--- src/rtl/i2c_txn_arbiter.sv ---
// Round-robin arbiter (optional requester-0 priority) feeding one I2C transaction engine.
// Latency: grant registered one cycle after the IDLE sample; response one cycle after m_done or timeout.
// Backpressure: command held on m_* until m_ready; other requests wait until the FSM returns to IDLE.
module i2c_txn_arbiter #(
  parameter int NREQ    = 3,
  parameter int HIPRI0  = 1,
  parameter int TIMEOUT = 4096
) (
  input  logic                    clk,
  input  logic                    rst_n,
  input  logic [NREQ-1:0]         req_valid,
  output logic [NREQ-1:0]         req_ready,
  input  logic [NREQ*7-1:0]       req_addr,
  input  logic [NREQ-1:0]         req_rnw,
  input  logic [NREQ*8-1:0]       req_reg,
  input  logic [NREQ*8-1:0]       req_wdata,
  output logic [NREQ-1:0]         rsp_valid,
  output logic [7:0]              rsp_rdata,
  output logic                    rsp_err,
  output logic                    m_valid,
  input  logic                    m_ready,
  output logic [6:0]              m_addr,
  output logic                    m_rnw,
  output logic [7:0]              m_reg,
  output logic [7:0]              m_wdata,
  input  logic                    m_done,
  input  logic                    m_nack,
  input  logic [7:0]              m_rdata,
  output logic                    busy,
  output logic [$clog2(NREQ)-1:0] grant_id
);

  localparam int GW = $clog2(NREQ);
  localparam int CW = $clog2(TIMEOUT);

  typedef enum logic [1:0] {IDLE, ISSUE, WAIT, RESP} state_t;

  state_t        state;
  logic [GW-1:0] last_grant;
  logic [CW-1:0] cnt;
  logic [GW-1:0] win;
  logic          win_vld;

  logic [6:0] addr_a  [NREQ];
  logic [7:0] reg_a   [NREQ];
  logic [7:0] wdata_a [NREQ];

  for (genvar i = 0; i < NREQ; i++) begin : g_unpack
    assign addr_a[i]  = req_addr[7*i +: 7];
    assign reg_a[i]   = req_reg[8*i +: 8];
    assign wdata_a[i] = req_wdata[8*i +: 8];
  end

  function automatic logic [GW-1:0] rr_idx(input logic [GW-1:0] base, input int off);
    return GW'((int'(base) + off) % NREQ);
  endfunction

  // Scan from the farthest offset down so the nearest requester after last_grant is assigned last.
  always_comb begin
    win     = '0;
    win_vld = |req_valid;
    for (int i = NREQ; i >= 1; i--) begin
      if (req_valid[rr_idx(last_grant, i)]) win = rr_idx(last_grant, i);
    end
    if (HIPRI0 != 0 && req_valid[0]) win = '0;
  end

  always_ff @(posedge clk or negedge rst_n) begin
    if (!rst_n) begin
      state      <= IDLE;
      last_grant <= GW'(NREQ-1);
      cnt        <= '0;
      req_ready  <= '0;
      rsp_valid  <= '0;
      rsp_rdata  <= '0;
      rsp_err    <= 1'b0;
      m_valid    <= 1'b0;
      m_addr     <= '0;
      m_rnw      <= 1'b0;
      m_reg      <= '0;
      m_wdata    <= '0;
      busy       <= 1'b0;
      grant_id   <= '0;
    end else begin
      req_ready <= '0;
      rsp_valid <= '0;
      case (state)
        IDLE: begin
          if (win_vld) begin
            state     <= ISSUE;
            busy      <= 1'b1;
            grant_id  <= win;
            req_ready <= NREQ'(1) << win;
            m_valid   <= 1'b1;
            m_addr    <= addr_a[win];
            m_rnw     <= req_rnw[win];
            m_reg     <= reg_a[win];
            m_wdata   <= wdata_a[win];
          end
        end
        ISSUE: begin
          if (m_ready) begin
            m_valid <= 1'b0;
            cnt     <= '0;
            state   <= WAIT;
          end
        end
        WAIT: begin
          // A completion on the final count takes precedence over the timeout.
          if (m_done) begin
            rsp_rdata <= m_rnw ? m_rdata : 8'h00;
            rsp_err   <= m_nack;
            rsp_valid <= NREQ'(1) << grant_id;
            state     <= RESP;
          end else if (cnt == CW'(TIMEOUT-1)) begin
            rsp_rdata <= 8'h00;
            rsp_err   <= 1'b1;
            rsp_valid <= NREQ'(1) << grant_id;
            state     <= RESP;
          end else begin
            cnt <= cnt + 1'b1;
          end
        end
        RESP: begin
          last_grant <= grant_id;
          busy       <= 1'b0;
          state      <= IDLE;
        end
        default: begin
          state <= IDLE;
          busy  <= 1'b0;
        end
      endcase
    end
  end

endmodule

--- config.mk ---
export PLATFORM = sky130hd
export DESIGN_NAME = i2c_txn_arbiter
export DESIGN_NICKNAME = d
export VERILOG_FILES = /design/src/rtl/i2c_txn_arbiter.sv
export SDC_FILE = /design/constraint.sdc
export NUM_CORES = 1
export LEC_CHECK = 0
export CAP_MARGIN = 20
export CORE_MARGIN = 5
export CORE_UTILIZATION = 35
export CTS_CLUSTER_SIZE = 14
export DETAILED_ROUTE_END_ITERATION = 10
export MAX_ROUTING_LAYER = met4
export PLACE_DENSITY = 0.71
export SLEW_MARGIN = 5
export SYNTH_ARGS = -nofsm -noshare
export SYNTH_HDL_FRONTEND = slang
export SYNTH_SLANG_ARGS = --single-unit
--- constraint.sdc ---
create_clock -name clk -period 2.1 [get_ports clk]
set_clock_uncertainty 0.15 [all_clocks]
set_input_delay 0.42 -clock clk [delete_from_list [all_inputs] [get_ports clk]]
set_output_delay 0.42 -clock clk [all_outputs]
set_load 0.03 [all_outputs]
==> results.py, run 1 <==
metrics = {
    "synthesis": {
        "synthArstFlopShare": 1.00,
        "synth_fp_nets": 398,
        "syn_area_um2": 3110,
        "synth_ff_type": "dfrtp_1",
        "synth_cells": 302,
        "synth_seq_area_share": 0.475,
        "synth.distinct_cells": 45,
        "ys_warn_count": 0,
        "ys_ff_latch": 59,
        "avgSynthCellArea_um2": 10.3,
        "synth_edf_count": 0,
    },
    "clock_tree": {
        "cts_max_level": 3,
        "numCtsBuffers": 9,
        "clk_latency_ps": 330,
        "cts_tree": "done",
        "path_clk_slew_ps": 70,
        "clock-sinks": 59,
        "cts-root-buf": "clkbuf_8",
        "cts_buffer_depth": 2,
    },
    "floorplan": {
        "pin_count": 131,
        "dieArea_um2": 10900,
        "initial_core_util": 0.359,
        "fp-row-count": 34,
        "core_area_um2": 8680,
        "fp.dieW_um": 104,
        "die_y_um": 104,
    },
    "worst_hold_path": {
        "holdPathEnd": "m_addr[3]$_DFFE_PN0P_",
        "hp-start": "m_addr[3]$_DFFE_PN0P_",
        "hold_path_depth": 2,
        "worstHoldPathType": "flop to flop",
    },
    "sta": {
        "setup_viol": 0,
        "fmax_mhz": 482,
        "max_slew.worst_pin.slew_ps": 410,
        "rsz0062_at_grt": "true",
        "slew_headroom": 0.723,
        "slew_viol_final": 0,
        "whs_ps": 348,
        "min_period_ps": 2070,
        "hold_viol": 0,
        "post-route-period-util": 0.987,
    },
    "critical_path": {
        "cp_max_fo": 26,
        "worstSetupEndpointType": "flop",
        "worst-r2r-setup-slack_ps": 30,
        "startpoint_type": "flop",
        "r2r_cells": 6,
        "rr_endpoint": "m_wdata[4]$_DFFE_PN0P_",
        "r2r_start": "last_grant[1]$_DFFE_PN1P_",
        "cpPeakStageDelay_ps": 560,
        "worstPathArrival_ps": 2130,
        "cp_slowest_cell": "dfstp_2",
        "cp_cell_sequence": "ha_4 -> o21ba_4 -> o2111ai_4 -> buf_12 -> mux2i_2 -> o211ai_1",
        "path_class": "flop to flop",
        "required_ps": 2160,
    },
    "finish": {
        "drive_gt1_frac": 0.162,
        "area_growth_pct": 63.7,
        "final_nets": 553,
        "antennaDiodeCount": 0,
        "largest_reg_flops": 12,
        "fin_util": 0.587,
        "regMostFlops": "cnt",
    },
    "global_routing": {
        "grt_max_degree": 60,
        "overflow": 0,
        "antenna_found_initial": 0,
        "grt_pass1_vias": 3220,
        "track_usage": 0.180,
        "grt_pass1_wl_um": 15700,
    },
    "drt": {
        "drt_iter0_markers": 57,
        "wl_um": 9470,
        "ant_nets": 0,
        "viasPerCell": 5.22,
        "vias": 2977,
        "drc": 0,
        "routedWlPerCell_um": 16.6,
        "first_pass_iters": 4,
    },
    "place": {
        "dp.final_hpwl_um": 6950,
        "gp_congestion": 0.857,
        "portBuffers": 130,
    },
    "pwr": {
        "leakage_nw": 2.28,
        "irDropWorstVdd_mv": 0.564,
        "p_per_area_nw_per_um2": 1260,
        "power_w": 0.00640,
    },
    "job": {
        "timing.max_cap.violations": 0,
    },
    "run_status": {
        "outcome": "completed",
    },
}
-- per-stage QoR --
step / cells / area [µm²] / worst slack, ps / setup TNS (ps)
3_5_place_dp: 552 / 4750 / -201 / -4470
4_1_cts: 569 / 4980 / -0.755 / -0.755
3_3_place_gp: 552 / 4750 / -75.1 / -1850
6_report: 570 / 5090 / 27.4 / 0
2_1_floorplan: 302 / 3110 / 47.8 / 0
5_1_grt: 570 / 5090 / -61.7 / -329
-- cell usage after synthesis (3+ instances only) --
master	number	area (µm²)
dfrtp_1	58	1450
nand2_1	35	131
nand3_1	28	140
mux2i_1	26	260
o211ai_1	26	195
inv_1	13	48.8
a22o_1	12	105
nor2_1	10	37.5
a21oi_1	8	40.0
clkbuf_1	8	30.0
ha_1	8	100
nor3_1	7	35.0
o21ai_0	7	35.0
mux2_2	5	56.3
buf_2	4	20.0
a31oi_1	3	18.8
and3_1	3	18.8
and4_1	3	26.3
buf_4	3	22.5
nor3b_1	3	22.5
-- worst max-delay path, delay by kind of cell (launching register included) --
family	cells	cell delay (ps)
buf+inv	1	230
fa+ha+maj	1	210
mux	1	250
compound gates	3	510
flops	1	560
-- report_power, final --
part / total [W] / switching (W) / internal (W)
Clock: 0.00103 / 0.000455 / 0.000574
Sequential: 0.00184 / 0.000284 / 0.00155
Combinational: 0.00353 / 0.00194 / 0.00159
-- cell type report --
cell class              count  area, µm²
well taps                 108        135
repair buffers            160       1600
flip-flops and latches     59       1480
clock inverters             5       52.6
multi-input cells         214       1630
clock buffers              11        141
fillers                   745       3580
inverters                  13       48.8
-- repair_timing --
item,CTS,global route
hold endpoints to repair,58,0
hold buffers,1,0
resized for setup,5,24
setup endpoints to repair,27,42
pin swaps,0,1
buffers inserted,0,1
-- cell usage in the layout (no fill, tap or decap), drive strengths merged, types with 3 or more instances in the layout --
cell           instances
clkdlybuf4s50        127
dfrtp                 58
nand2                 35
buf                   30
nand3                 28
o211ai                26
mux2i                 26
inv                   13
a22o                  12
clkbuf                11
nor2                  10
a21oi                  8
o21ai                  8
ha                     8
nor3                   7
mux2                   5
nand4                  4
and3                   3
and4                   3
a31oi                  3
clkinv                 3
nor3b                  3
-- logic make-up (layout without fill, tap and decap cells) --
group	Yosys count	in the layout	synth area share
buffers and inverters	29	189	0.0426
adder cells (fa/ha/maj)	8	8	0.0322
AO/OA/AOI/OAI	73	73	0.177
multiplexers	31	31	0.102
flip-flops	59	59	0.475
AND/OR/NAND/NOR	102	102	0.171
-- per-layer routing --
layer / wire [µm] / vias to the layer above / part of all wire / track usage
met5: 0 / - / 0 / -
met4: 186 / 0 / 0.020 / 0.0694
met1: 4060 / 1422 / 0.43 / 0.220
li1: - / 1435 / - / -
met3: 652 / 16 / 0.069 / 0.0571
met2: 4570 / 104 / 0.48 / 0.278
-- worst max path at each step --
stage	to	start	cells past startpoint
finish	m_wdata[4]$_DFFE_PN0P_	last_grant[1]$_DFFE_PN1P_	6
global route	m_addr[0]$_DFFE_PN0P_	last_grant[1]$_DFFE_PN1P_	6
CTS	m_wdata[4]$_DFFE_PN0P_	last_grant[1]$_DFFE_PN1P_	6
detailed placement	m_reg[5]$_DFFE_PN0P_	req_valid[1]	7
global placement	m_wdata[0]$_DFFE_PN0P_	req_valid[1]	7
floorplan	m_addr[0]$_DFFE_PN0P_	last_grant[1]$_DFFE_PN1P_	7
(Power assumes the default switching activity.)
==> run 2: changes to the inputs <==
--- a/config.mk
+++ b/config.mk
@@ -10,6 +10,7 @@
 export CORE_UTILIZATION = 35
 export CTS_CLUSTER_SIZE = 14
 export DETAILED_ROUTE_END_ITERATION = 10
+export GPL_ROUTABILITY_DRIVEN = 0
 export MAX_ROUTING_LAYER = met4
 export PLACE_DENSITY = 0.71
 export SLEW_MARGIN = 5
==> results of run 2 <==
Same layout as run 1: the final DEF is identical, and so are final timing and power.
